### src/rtl/dma_pkg.sv
// Shared definitions for the DMA reader/writer pair.
// Contents:
//   REG_*        byte offsets of the configuration registers in the dbus window
//   STAT_*       bit positions inside the STATUS register
//   dma_state_e  transfer FSM encoding used by both DMA directions
//   reg_offset   turns dbus word-select bits into a byte offset for decoding
package dma_pkg;

  localparam logic [4:0] REG_ADDR   = 5'h00;
  localparam logic [4:0] REG_STEP   = 5'h04;
  localparam logic [4:0] REG_CYCLES = 5'h08;
  localparam logic [4:0] REG_BLOCKS = 5'h0C;
  localparam logic [4:0] REG_START  = 5'h10;
  localparam logic [4:0] REG_STOP   = 5'h14;
  localparam logic [4:0] REG_STATUS = 5'h18;
  localparam logic [4:0] REG_RSVD   = 5'h1C;

  localparam int STAT_BLOCK_DONE = 0;
  localparam int STAT_XFER_DONE  = 1;
  localparam int STAT_FINISHED   = 2;

  typedef enum logic [1:0] {
    ST_IDLE = 2'd0,
    ST_WAIT = 2'd1,
    ST_REQ  = 2'd2,
    ST_PUSH = 2'd3
  } dma_state_e;

  // Register decode works on whole words; the two byte-lane bits are ignored.
  function automatic logic [4:0] reg_offset(input logic [2:0] word_sel);
    return {word_sel, 2'b00};
  endfunction

endpackage

### src/rtl/dma_regs.sv
// Configuration register block for the DMA engines (dbus wishbone slave).
// Ports:
//   clk, rst                 clock, synchronous active-high reset
//   wb_dbus_cyc/we/adr/dat   slave request from the CPU
//   dbus_rdt, dbus_ack       read data (zero outside the ack cycle), ack pulse
//   status                   {finished, xfer_done, block_done} from the engine
//   cfg_addr/step/cycles/blocks  current configuration
//   start_pulse, start_repeat    START written (held repeat bit alongside)
//   stop_pulse                   STOP written
//   wr_busy                  a register write is being accepted or just landed;
//                            the engine holds off new block requests meanwhile
module dma_regs
  import dma_pkg::*;
#(
  parameter logic [31:0] ADDR  = 32'h65,
  parameter int          WIDTH = 8
) (
  input  logic        clk,
  input  logic        rst,
  input  logic        wb_dbus_cyc,
  input  logic        wb_dbus_we,
  input  logic [31:0] wb_dbus_adr,
  input  logic [31:0] wb_dbus_dat,
  output logic [31:0] dbus_rdt,
  output logic        dbus_ack,
  input  logic [2:0]  status,
  output logic [31:0] cfg_addr,
  output logic [31:0] cfg_step,
  output logic [31:0] cfg_cycles,
  output logic [31:0] cfg_blocks,
  output logic        start_pulse,
  output logic        start_repeat,
  output logic        stop_pulse,
  output logic        wr_busy
);

  logic        ack_q, ack_d;
  logic [31:0] rdt_q, rdt_d;
  logic [31:0] addr_q, addr_d;
  logic [31:0] step_q, step_d;
  logic [31:0] cycles_q, cycles_d;
  logic [31:0] blocks_q, blocks_d;
  logic        start_q, start_d;
  logic        repeat_q, repeat_d;
  logic        stop_q, stop_d;
  logic        wr_ack_q, wr_ack_d;

  logic        sel_match;
  logic        hit;
  logic [4:0]  offset;
  logic        unused_adr_bits;

  assign sel_match = (wb_dbus_adr[31 -: WIDTH] == ADDR[WIDTH-1:0]);
  // The ~ack_q term makes every access exactly one ack long even though the
  // master only drops cyc in the ack cycle.
  assign hit       = wb_dbus_cyc & sel_match & ~ack_q;
  assign offset    = reg_offset(wb_dbus_adr[4:2]);
  assign unused_adr_bits = ^{wb_dbus_adr[31-WIDTH:5], wb_dbus_adr[1:0]};

  always_comb begin
    ack_d    = hit;
    rdt_d    = '0;
    addr_d   = addr_q;
    step_d   = step_q;
    cycles_d = cycles_q;
    blocks_d = blocks_q;
    start_d  = 1'b0;
    repeat_d = repeat_q;
    stop_d   = 1'b0;
    wr_ack_d = hit & wb_dbus_we;
    if (hit && wb_dbus_we) begin
      case (offset)
        REG_ADDR:   addr_d   = wb_dbus_dat;
        REG_STEP:   step_d   = wb_dbus_dat;
        REG_CYCLES: cycles_d = wb_dbus_dat;
        REG_BLOCKS: blocks_d = wb_dbus_dat;
        REG_START: begin
          start_d  = 1'b1;
          repeat_d = wb_dbus_dat[0];
        end
        REG_STOP:   stop_d   = 1'b1;
        default: ;
      endcase
    end else if (hit) begin
      case (offset)
        REG_ADDR:   rdt_d = addr_q;
        REG_STEP:   rdt_d = step_q;
        REG_CYCLES: rdt_d = cycles_q;
        REG_BLOCKS: rdt_d = blocks_q;
        REG_STATUS: rdt_d = {29'd0, status};
        default:    rdt_d = '0;
      endcase
    end
  end

  always_ff @(posedge clk) begin
    if (rst) begin
      ack_q    <= 1'b0;
      rdt_q    <= '0;
      addr_q   <= '0;
      step_q   <= '0;
      cycles_q <= '0;
      blocks_q <= '0;
      start_q  <= 1'b0;
      repeat_q <= 1'b0;
      stop_q   <= 1'b0;
      wr_ack_q <= 1'b0;
    end else begin
      ack_q    <= ack_d;
      rdt_q    <= rdt_d;
      addr_q   <= addr_d;
      step_q   <= step_d;
      cycles_q <= cycles_d;
      blocks_q <= blocks_d;
      start_q  <= start_d;
      repeat_q <= repeat_d;
      stop_q   <= stop_d;
      wr_ack_q <= wr_ack_d;
    end
  end

  assign dbus_ack     = ack_q;
  assign dbus_rdt     = rdt_q;
  assign cfg_addr     = addr_q;
  assign cfg_step     = step_q;
  assign cfg_cycles   = cycles_q;
  assign cfg_blocks   = blocks_q;
  assign start_pulse  = start_q;
  assign start_repeat = repeat_q;
  assign stop_pulse   = stop_q;
  assign wr_busy      = (hit & wb_dbus_we) | wr_ack_q;

endmodule

### src/rtl/dma_reader.sv
// Memory-to-peripheral DMA engine (read direction).
// Ports:
//   wb_clk, wb_rst           clock, synchronous active-high reset
//   wb_dbus_*, dbus_rdt/ack  CPU configuration port (see dma_regs)
//   xfer_block               request one more block from memory
//   xfer_we/adr/dat          sink write port, one strobe per fetched word
//   block_done, xfer_done    progress flags (also visible in STATUS)
//   dma_cyc/we/sel/adr/dat   read-only wishbone master towards RAM
//   dma_ack, dma_rdt         master ack and read data
module dma_reader
  import dma_pkg::*;
#(
  parameter logic [31:0] ADDR        = 32'h65,
  parameter int          WIDTH       = 8,
  parameter int          XFER_ADDR_W = 16
) (
  input  logic                   wb_clk,
  input  logic                   wb_rst,
  input  logic                   wb_dbus_cyc,
  input  logic                   wb_dbus_we,
  input  logic [31:0]            wb_dbus_adr,
  input  logic [31:0]            wb_dbus_dat,
  output logic [31:0]            dbus_rdt,
  output logic                   dbus_ack,
  input  logic                   xfer_block,
  output logic                   xfer_we,
  output logic [XFER_ADDR_W-1:0] xfer_adr,
  output logic [31:0]            xfer_dat,
  output logic                   block_done,
  output logic                   xfer_done,
  output logic                   dma_cyc,
  output logic                   dma_we,
  output logic [3:0]             dma_sel,
  output logic [31:0]            dma_adr,
  output logic [31:0]            dma_dat,
  input  logic                   dma_ack,
  input  logic [31:0]            dma_rdt
);

  logic [31:0] cfg_addr, cfg_step, cfg_cycles, cfg_blocks;
  logic        start_pulse, start_repeat, stop_pulse, wr_busy;
  logic [2:0]  status;

  dma_state_e  state_q, state_d;
  logic [31:0] ptr_q, ptr_d;
  logic [31:0] idx_q, idx_d;
  logic [31:0] blk_q, blk_d;
  logic        block_done_q, block_done_d;
  logic        xfer_done_q, xfer_done_d;
  logic        finished_q, finished_d;
  logic        repeat_q, repeat_d;
  logic        done_pulse_q, done_pulse_d;
  logic        pend_q, pend_d;
  logic        stopping_q, stopping_d;
  logic        dma_cyc_q, dma_cyc_d;
  logic [31:0] dma_adr_q, dma_adr_d;
  logic        xfer_we_q, xfer_we_d;
  logic [XFER_ADDR_W-1:0] xfer_adr_q, xfer_adr_d;
  logic [31:0] xfer_dat_q, xfer_dat_d;

  logic        cfg_ok, last_word, last_blk, block_req;

  always_comb begin
    status                  = '0;
    status[STAT_BLOCK_DONE] = block_done_q;
    status[STAT_XFER_DONE]  = xfer_done_q;
    status[STAT_FINISHED]   = finished_q;
  end

  dma_regs #(
    .ADDR  (ADDR),
    .WIDTH (WIDTH)
  ) u_regs (
    .clk          (wb_clk),
    .rst          (wb_rst),
    .wb_dbus_cyc  (wb_dbus_cyc),
    .wb_dbus_we   (wb_dbus_we),
    .wb_dbus_adr  (wb_dbus_adr),
    .wb_dbus_dat  (wb_dbus_dat),
    .dbus_rdt     (dbus_rdt),
    .dbus_ack     (dbus_ack),
    .status       (status),
    .cfg_addr     (cfg_addr),
    .cfg_step     (cfg_step),
    .cfg_cycles   (cfg_cycles),
    .cfg_blocks   (cfg_blocks),
    .start_pulse  (start_pulse),
    .start_repeat (start_repeat),
    .stop_pulse   (stop_pulse),
    .wr_busy      (wr_busy)
  );

  assign cfg_ok    = (cfg_cycles != 32'd0) && (cfg_blocks != 32'd0);
  assign last_word = !((idx_q + 32'd1) < cfg_cycles);
  assign last_blk  = !((blk_q + 32'd1) < cfg_blocks);
  // A block request that collides with a register write is parked in pend_q
  // and replayed once the write has landed.
  assign block_req = xfer_block | pend_q;

  always_comb begin
    state_d      = state_q;
    ptr_d        = ptr_q;
    idx_d        = idx_q;
    blk_d        = blk_q;
    block_done_d = block_done_q;
    xfer_done_d  = xfer_done_q;
    finished_d   = finished_q;
    repeat_d     = repeat_q;
    done_pulse_d = done_pulse_q;
    pend_d       = pend_q;
    stopping_d   = stopping_q;
    dma_cyc_d    = dma_cyc_q;
    dma_adr_d    = dma_adr_q;
    xfer_we_d    = 1'b0;
    xfer_adr_d   = xfer_adr_q;
    xfer_dat_d   = '0;

    // A START seen mid-pass only retargets the repeat decision.
    if (start_pulse) repeat_d = start_repeat;

    case (state_q)
      ST_IDLE: begin
        if (start_pulse) begin
          ptr_d        = cfg_addr;
          idx_d        = '0;
          blk_d        = '0;
          block_done_d = 1'b0;
          xfer_done_d  = 1'b0;
          finished_d   = 1'b0;
          done_pulse_d = 1'b0;
          pend_d       = 1'b0;
          if (cfg_ok) begin
            state_d = ST_WAIT;
          end else begin
            // Empty transfer: finished at once, never touches the bus.
            xfer_done_d = 1'b1;
            finished_d  = 1'b1;
          end
        end
      end

      ST_WAIT: begin
        if (done_pulse_q) begin
          xfer_done_d  = 1'b0;
          done_pulse_d = 1'b0;
        end
        if (block_req && !xfer_done_q) begin
          if (wr_busy) begin
            pend_d = 1'b1;
          end else begin
            pend_d       = 1'b0;
            block_done_d = 1'b0;
            dma_cyc_d    = 1'b1;
            dma_adr_d    = ptr_q;
            state_d      = ST_REQ;
          end
        end
      end

      ST_REQ: begin
        if (dma_ack) begin
          dma_cyc_d = 1'b0;
          ptr_d     = ptr_q + cfg_step;
          if (stopping_q) begin
            // Bus cycle finished for a stopped transfer; drop the word.
            stopping_d = 1'b0;
            state_d    = ST_IDLE;
          end else begin
            xfer_we_d  = 1'b1;
            xfer_dat_d = dma_rdt;
            xfer_adr_d = idx_q[XFER_ADDR_W-1:0];
            state_d    = ST_PUSH;
          end
        end
      end

      ST_PUSH: begin
        if (!last_word) begin
          idx_d     = idx_q + 32'd1;
          dma_cyc_d = 1'b1;
          dma_adr_d = ptr_q;
          state_d   = ST_REQ;
        end else begin
          idx_d        = '0;
          blk_d        = blk_q + 32'd1;
          block_done_d = 1'b1;
          if (!last_blk) begin
            state_d = ST_WAIT;
          end else if (!repeat_q) begin
            xfer_done_d = 1'b1;
            finished_d  = 1'b1;
            state_d     = ST_IDLE;
          end else begin
            // Looping pass: announce completion for one cycle and rewind.
            xfer_done_d  = 1'b1;
            done_pulse_d = 1'b1;
            ptr_d        = cfg_addr;
            blk_d        = '0;
            state_d      = ST_WAIT;
          end
        end
      end

      default: state_d = ST_IDLE;
    endcase

    // STOP wins over the normal flow, except that an open bus cycle must be
    // allowed to finish before the engine can go idle.
    if (stop_pulse) begin
      block_done_d = 1'b0;
      xfer_done_d  = 1'b0;
      finished_d   = 1'b0;
      done_pulse_d = 1'b0;
      pend_d       = 1'b0;
      if (state_q == ST_REQ && !dma_ack) begin
        stopping_d = 1'b1;
      end else begin
        state_d    = ST_IDLE;
        dma_cyc_d  = 1'b0;
        xfer_we_d  = 1'b0;
        xfer_dat_d = '0;
        stopping_d = 1'b0;
      end
    end
  end

  always_ff @(posedge wb_clk) begin
    if (wb_rst) begin
      state_q      <= ST_IDLE;
      ptr_q        <= '0;
      idx_q        <= '0;
      blk_q        <= '0;
      block_done_q <= 1'b0;
      xfer_done_q  <= 1'b0;
      finished_q   <= 1'b0;
      repeat_q     <= 1'b0;
      done_pulse_q <= 1'b0;
      pend_q       <= 1'b0;
      stopping_q   <= 1'b0;
      dma_cyc_q    <= 1'b0;
      dma_adr_q    <= '0;
      xfer_we_q    <= 1'b0;
      xfer_adr_q   <= '0;
      xfer_dat_q   <= '0;
    end else begin
      state_q      <= state_d;
      ptr_q        <= ptr_d;
      idx_q        <= idx_d;
      blk_q        <= blk_d;
      block_done_q <= block_done_d;
      xfer_done_q  <= xfer_done_d;
      finished_q   <= finished_d;
      repeat_q     <= repeat_d;
      done_pulse_q <= done_pulse_d;
      pend_q       <= pend_d;
      stopping_q   <= stopping_d;
      dma_cyc_q    <= dma_cyc_d;
      dma_adr_q    <= dma_adr_d;
      xfer_we_q    <= xfer_we_d;
      xfer_adr_q   <= xfer_adr_d;
      xfer_dat_q   <= xfer_dat_d;
    end
  end

  assign xfer_we    = xfer_we_q;
  assign xfer_adr   = xfer_adr_q;
  assign xfer_dat   = xfer_dat_q;
  assign block_done = block_done_q;
  assign xfer_done  = xfer_done_q;
  assign dma_cyc    = dma_cyc_q;
  assign dma_we     = 1'b0;
  assign dma_sel    = dma_cyc_q ? 4'hF : 4'h0;
  assign dma_adr    = dma_adr_q;
  assign dma_dat    = '0;

endmodule

### config.mk
export PLATFORM = sky130hd
export DESIGN_NAME = dma_reader
export DESIGN_NICKNAME = d
export VERILOG_FILES = /design/src/rtl/dma_pkg.sv /design/src/rtl/dma_regs.sv /design/src/rtl/dma_reader.sv
export SDC_FILE = /design/constraint.sdc
export NUM_CORES = 1
export LEC_CHECK = 0
export ABC_AREA = 1
export CAP_MARGIN = 20
export CORE_AREA = 3 3 188 190
export CTS_BUF_LIST = sky130_fd_sc_hd__clkbuf_16
export CTS_CLUSTER_SIZE = 16
export DETAILED_ROUTE_END_ITERATION = 7
export DIE_AREA = 0 0 191 193
export DONT_BUFFER_PORTS = 1
export PLACE_DENSITY = 0.7
export SYNTH_ARGS = -nofsm -noshare
export SYNTH_HDL_FRONTEND = slang
export SYNTH_SLANG_ARGS = --single-unit
### constraint.sdc
create_clock -name wb_clk -period 3.55 [get_ports wb_clk]
set_input_delay 0.8875 -clock wb_clk [delete_from_list [all_inputs] [get_ports wb_clk]]
set_output_delay 0.8875 -clock wb_clk [all_outputs]
set_load 0.02 [all_outputs]
==> run summary, run 1 <==
status = finished clean
RSZ-0062 raised after global routing = true
top_reg_cell synth = dfxtp_1
initial DRC count = 1705
Synth cell types = 52
die width = 191 um
num rows = 67
grt met1 use = 0.410
Final setup viols = 0
Clk Latency, worst-skew pair = 0.55 ns
Layout area overhead = 13.6%
Power Internal = 7510 uW
post-layout net count = 2873
asr flop ratio synth = 0
Total Wirelength = 58900 um
DR DRC count = 0
Seq/Total Area, Yosys = 0.380
antenna-violating nets left = 0
via count = 17700
CP most frequent cell = nand3_4
Peak Freq = 0.292 GHz
GP Congestion = 0.973
Fillers = 3104
DR WL/cell = 18.7 um
Clk pin slew, worst setup/hold paths = 0.06 ns
Buf+Inv Stages, Crit Path = 5
Mapped Avg Cell Area = 7.03 um^2
Clk pwr share = 0.338
router iterations before antenna repair = 6
Comb pwr share = 0.230
clock buffers created by TritonCTS = 38
CP Cell Sequence = ha_4 -> nand3_4 -> buf_6 -> nor3_4 -> nand2_2 -> nor2_2 -> nand2_1 -> xor2_1 -> inv_1 -> ha_1 -> nand2_2 -> nor2_4 -> nand4_1 -> nor4_2 -> buf_4 -> nand2_4 -> nand3_4 -> nand3_4 -> buf_12 -> buf_12 -> nor2_1 -> nor2_1
HP Class = in -> reg
CTS tree = built
Overall Global Routing Usage = 0.300
CP Data Arrival Time = 3.87 ns
hpwl dp = 43700 um
Slew @ Worst Pin = 1.04 ns
Clock Sink Count = 352
CP endpoint kind = flop
power per cell area = 540 nW/um^2
gr busiest metal = met2
Port Buffers = 0
Max stage delay cell, worst path = dfxtp_2
startpoint types = flop
Max Root-Sink Buffers = 3
vias in the first global route = 15900
H-tree level count = 2
first-pass GRT wire length = 87800 um
met3 Usage GRT = 0.0438
CTS root buffer = clkbuf_16
Post-synth EDFFs = 0
vias per cell = 5.62
initial antenna violation count = 1
Max Cap Viol = 0
GR Util met2 = 0.487
largest net degree at the start of global routing = 94
Total Power = 11400 uW
post-route clock period utilization = 0.965
Std-Cell Core Area = 33600 um^2
commonest non-fill, non-tap cells in the layout = nand2_1, inv_1, dfxtp_1
CP Class = reg -> reg
switching share of power = 0.340
Final Critical Period = 3.42 ns
Peak VDD IR = 0.398 mV
Worst Setup SP = blk_q[1]$_SDFFE_PP0P_
final hold slack = 0.403 ns
Final Hold Viols = 0
largest delay contributor family on the critical path = simple AND/OR/NAND/NOR gates
clock skew = 0.0221 ns
Die ar. = 36900 um^2
worst endpoint required time = 4.00 ns
Post-Syn Area = 18500 um^2
worst r2r src = blk_q[1]$_SDFFE_PP0P_
Post-Synthesis Cells = 2633
grt ovf = 0
Yosys warning count = 0
count of pins over their slew limit = 0
top fanout value on the critical path = 8
Reg power frac = 0.432
layout cell share with drive strength beyond 1 = 0.112
max_slew headroom = 0.305
static leakage = 0.00941 uW
Seq cells post-synth = 352
CP max stage delay = 0.35 ns
num ports = 256
starting density of the core = 0.551
most common cell after layout, fill and taps aside = nand2_1
P_sw = 3860 uW
DIE HEIGHT = 193 um
hold_sp = wb_rst
layout make-up:
type	count	area (um^2)	share of cell area
Timing Repair Buffer	107	1000	0.0476
Tap cell	448	561	0.0266
Antenna cell	1	2.50	0.000119
Sequential cell	352	7070	0.336
Inverter	367	1390	0.0658
Clock inverter	28	209	0.00993
Multi-Input combinational cell	1809	9850	0.468
Clock buffer	39	976	0.0464
layer usage:
layer  share of wire  up-vias
met3           0.070      141
li1                -     8617
met1            0.43     8258
met5               0        -
met4           0.038        0
met2            0.46      690
through the flow:
step | util | setup TNS [ns] | area (um^2) | setup WS [ns] | instances
after floorplan | - | 0 | 18600 | 0.539 | 2665
after global placement | 0.571 | -0.0133 | 19200 | -0.0133 | 3063
after detailed placement | 0.571 | -0.125 | 19200 | -0.0322 | 3063
after CTS | 0.607 | 0 | 20400 | 0.0217 | 3131
after global routing | 0.626 | -2.05 | 21000 | -0.0724 | 3151
final | 0.626 | 0 | 21000 | 0.126 | 3151
synth_stat cells, types with 5 or more instances:
master    number  area [um^2]
a211oi_1      32          240
xnor2_1       14          123
ha_1          95         1190
o22ai_1       19          119
nor2_1       280         1050
a21oi_1      294         1470
inv_2         20         75.1
nor3_1        39          195
clkbuf_1      56          210
nand2_2        8         50.1
inv_1        344         1290
nand3_1       82          410
a221oi_1      23          201
o21ai_1        9         45.0
nand4_1       43          269
nand3_2        5         50.1
o21ai_0      204         1020
o21a_1         5         37.5
nand2_1      513         1930
nor2_2        11         68.8
dfxtp_1      352         7050
buf_4         45          338
nor4_1        12         75.1
nand3b_1       6         45.0
buf_2         31          155
xor2_1        42          368
kinds of logic after synthesis:
| group | after synthesis | synth area share |
|---|---|---|
| simple gates | 1022 | 0.237 |
| xor+xnor | 57 | 0.0274 |
| buf+inv | 504 | 0.114 |
| fa+ha+maj | 96 | 0.0653 |
| flops | 352 | 0.380 |
| other cells | 1 | 0.000202 |
| compound gates | 601 | 0.175 |
final timing paths:
check | to | slack (ns) | depth (start not counted)
setup reg to reg | ptr_q[31]$_SDFFE_PP0P_ | 0.13 | 22
hold reg to reg | done_pulse_q$_SDFFE_PP0P_ | 0.45 | 2
hold / removal | blk_q[16]$_SDFFE_PP0P_ | 0.40 | 1
setup / recovery | ptr_q[31]$_SDFFE_PP0P_ | 0.13 | 22
worst register-to-register path, delay by kind of cell, from the launching register on:
| family | cells | cell delay [ns] |
|---|---|---|
| xor gates and xnor gates | 1 | 0.15 |
| adders and majority gates | 2 | 0.46 |
| buffers and inverters | 5 | 0.72 |
| DFF | 1 | 0.35 |
| and+or+nand+nor | 14 | 1.66 |
sequential cells by signal, indices dropped and copies added, names as in the netlist, 2 cells and up:
| register | cells |
|---|---|
| dma_adr | 32 |
| ptr_q | 32 |
| state_q | 2 |
| u_regs.cfg_blocks | 32 |
| xfer_dat | 32 |
| u_regs.cfg_cycles | 32 |
| u_regs.dbus_rdt | 32 |
| blk_q | 32 |
| u_regs.cfg_step | 32 |
| xfer_adr | 16 |
| idx_q | 32 |
| u_regs.cfg_addr | 32 |
what timing repair did:
| action | CTS | global route |
|---|---|---|
| cloned | 0 | 6 |
| hold buffers | 0 | 0 |
| setup endpoints to repair | 30 | 132 |
| pin swaps | 1 | 39 |
| hold endpoints to repair | 0 | 0 |
| setup buffers | 1 | 13 |
| gates resized for setup | 5 | 95 |
power by group through the flow:
stage / logic (uW) / clock network [uW] / registers [uW]
after global placement: 2100 / 0 / 4990
after floorplan: 1720 / 0 / 4880
after global routing: 2900 / 4050 / 4950
after detailed placement: 2140 / 0 / 5000
final: 2610 / 3840 / 4920
after CTS: 2170 / 3900 / 4920
(Power assumes the default switching activity.)
==> run 2, diff against run 1 <==
CAP_MARGIN = default   (was 20)
CORE_AREA = 2 2 187 189   (was 3 3 188 190)
DIE_AREA = 0 0 189 191   (was 0 0 191 193)
GPL_TIMING_DRIVEN = 0   (was default)
==> run 2 against run 1 <==
  * Register-to-register slack hardly changed
  * Fmax rose by 0.23%
  * Clock skew is 0.0051 ns higher
  * Final cell count up 2.3%
  * Critical endpoint is now ptr_q[1]$_SDFFE_PP0P_
  * Largest cell class unchanged
==> run summary, run 2 (same netlist as run 1, synthesis figures left out) <==
DIE HEIGHT = 191 um (-1.0%)
GP Congestion = 0.980 (+0.71%)
max_slew headroom = 0.344 (+0.0390)
count of pins over their slew limit = 0 (unchanged)
reg-to-reg endpoint = ptr_q[1]$_SDFFE_PP0P_
CTS tree = built
RSZ-0062 raised after global routing = true
Clk pin slew, worst setup/hold paths = 0.07 ns (about the same)
Max Root-Sink Buffers = 3 (unchanged)
clock buffers created by TritonCTS = 39 (+2.6%)
Max stage delay cell, worst path = dfxtp_4
first-pass GRT wire length = 95800 um (+9.2%)
hold path endpoint = xfer_dat[23]$_SDFF_PP0_
Die ar. = 36100 um^2 (-2.1%)
most common cell after layout, fill and taps aside = nand2_1
router iterations before antenna repair = 5 (-1)
Peak Freq = 0.293 GHz (+0.23%)
hpwl dp = 50800 um (+16%)
post-layout net count = 2938 (+2.3%)
DP Cell Count = 3120 (+1.9%)
layout cell share with drive strength beyond 1 = 0.123 (+0.0110)
final hold slack = 0.425 ns (+0.0222 ns)
FF-to-FF path depth = 20 (-9.1%)
grt ovf = 0 (unchanged)
CP Data Arrival Time = 3.87 ns (about the same)
reg-to-reg slack, setup = 0.13 ns (about the same)
static leakage = 0.00966 uW (+2.7%)
Total Wirelength = 64800 um (+9.9%)
DR WL/cell = 20.1 um (+7.5%)
hold_sp = dma_rdt[23]
initial DRC count = 1563 (-8.3%)
post-route clock period utilization = 0.962 (-0.00220)
power per cell area = 553 nW/um^2 (+2.4%)
Slew @ Worst Pin = 0.984 ns (-0.0571 ns)
setup TNS = 0 ns (unchanged)
CTS root buffer = clkbuf_16
CP most frequent cell = nand2_2
vias in the first global route = 16900 (+5.7%)
CP endpoint kind = flop
Hold Path Depth = 2 (+1)
Overall Global Routing Usage = 0.345 (+0.0459)
Max Cap Viol = 0 (unchanged)
Final setup viols = 0 (unchanged)
initial antenna violation count = 0 (-1)
Peak VDD IR = 0.503 mV (+26%)
HP Class = in -> reg
Clk Latency, worst-skew pair = 0.57 ns (+0.02 ns)
num rows = 68 (+1.5%)
DR DRC count = 0 (unchanged)
antenna-violating nets left = 0 (unchanged)
worst endpoint required time = 4.00 ns (about the same)
startpoint types = flop
top fanout value on the critical path = 10 (+2)
Layout area overhead = 16.2%
H-tree level count = 2 (unchanged)
Total Power = 11900 uW (+4.7%)
worst r2r src = blk_q[0]$_SDFFE_PP0P_
via count = 18200 (+2.7%)
ANT cells = 0 (-1)
Clock Sink Count = 352 (unchanged)
Port Buffers = 0 (unchanged)
CP max stage delay = 0.37 ns (+0.02 ns)
status = finished clean
CP Class = reg -> reg
Final Hold Viols = 0 (unchanged)
starting density of the core = 0.543 (-0.00810)
largest net degree at the start of global routing = 16 (-83%)
vias per cell = 5.64 (+0.33%)
die width = 189 um (-1.0%)
Post-CTS Hold Fix Bufs = 0 (unchanged)
fin cells = 3224 (+2.3%)
clock skew = 0.0273 ns (+0.00513 ns)
num ports = 256 (unchanged)
commonest non-fill, non-tap cells in the layout = nand2_1, inv_1, dfxtp_1
CP Cell Sequence = ha_4 -> nand3_4 -> nor3_4 -> nand2_2 -> nor2_4 -> nand2_2 -> xor2_1 -> inv_1 -> ha_1 -> nand2_2 -> nor2_2 -> nand4_1 -> nor4_4 -> nand2_2 -> nand3_4 -> nand3_4 -> buf_8 -> buf_6 -> nor2_1 -> nor2_1
Final Critical Period = 3.42 ns (-0.00781 ns)
Std-Cell Core Area = 34100 um^2 (+1.5%)
==> run 2: worst max path at each step <==
stage / to / depth (start not counted) / startpoint / slack, ns
after floorplan: blk_q[11]$_SDFFE_PP0P_ / 20 / idx_q[1]$_SDFFE_PP0P_ / 0.54
after global placement: ptr_q[23]$_SDFFE_PP0P_ / 19 / blk_q[0]$_SDFFE_PP0P_ / -0.59
after detailed placement: blk_q[12]$_SDFFE_PP0P_ / 19 / blk_q[0]$_SDFFE_PP0P_ / -0.61
after CTS: idx_q[13]$_SDFFE_PP0P_ / 21 / idx_q[1]$_SDFFE_PP0P_ / 0.008
after global routing: ptr_q[5]$_SDFFE_PP0P_ / 20 / blk_q[0]$_SDFFE_PP0P_ / -0.07
final: ptr_q[1]$_SDFFE_PP0P_ / 20 / blk_q[0]$_SDFFE_PP0P_ / 0.13
==> run 2: final cells by class <==
class,instances,area (um^2)
buffer,137,801
multi-input combinational,1810,10000
timing repair buffer,33,318
clock inverter,29,324
sequential,352,7080
clock buffer,41,1030
inverter,367,1380
fill,3170,12600
tap,455,569
==> run 2: metal layers <==
metal / wire, um / GRT usage / up-vias
met2: 30400 / 0.574 / 744
met3: 4470 / 0.0503 / 181
li1: - / - / 8772
met4: 3450 / 0.175 / 0
met1: 26500 / 0.438 / 8479
met5: 0 / 0 / -
==> run 2: worst max-delay path: cells and delay by family, from the launching register on <==
family / cells / cell delay, ns
xor gates and xnor gates: 1 / 0.14
adders and majority gates: 2 / 0.45
buffers and inverters: 3 / 0.42
DFF: 1 / 0.37
and+or+nand+nor: 14 / 1.91
==> run 2: through the flow <==
step | cell area (um^2) | util | setup WS [ns]
2_1_floorplan | 18600 | - | 0.539
4_1_cts | 21000 | 0.614 | 0.00814
3_3_place_gp | 19200 | 0.563 | -0.586
6_report | 21500 | 0.631 | 0.134
5_1_grt | 21500 | 0.631 | -0.0711
3_5_place_dp | 19200 | 0.563 | -0.613
==> run 2: repair_timing <==
item,4_1_cts,5_1_grt
pin swaps,13,39
endpoints found under the hold margin,0,0
gates resized for setup,64,113
cloned,1,4
buffers inserted,14,15
endpoints found under the setup margin,132,133
==> run 2: power breakdown <==
group / leakage (uW) / switching (uW) / internal (uW) / total, uW
Clock: 0.000664 / 1770 / 2550 / 4330
Combinational: 0.00614 / 1770 / 915 / 2680
Sequential: 0.00286 / 546 / 4350 / 4900
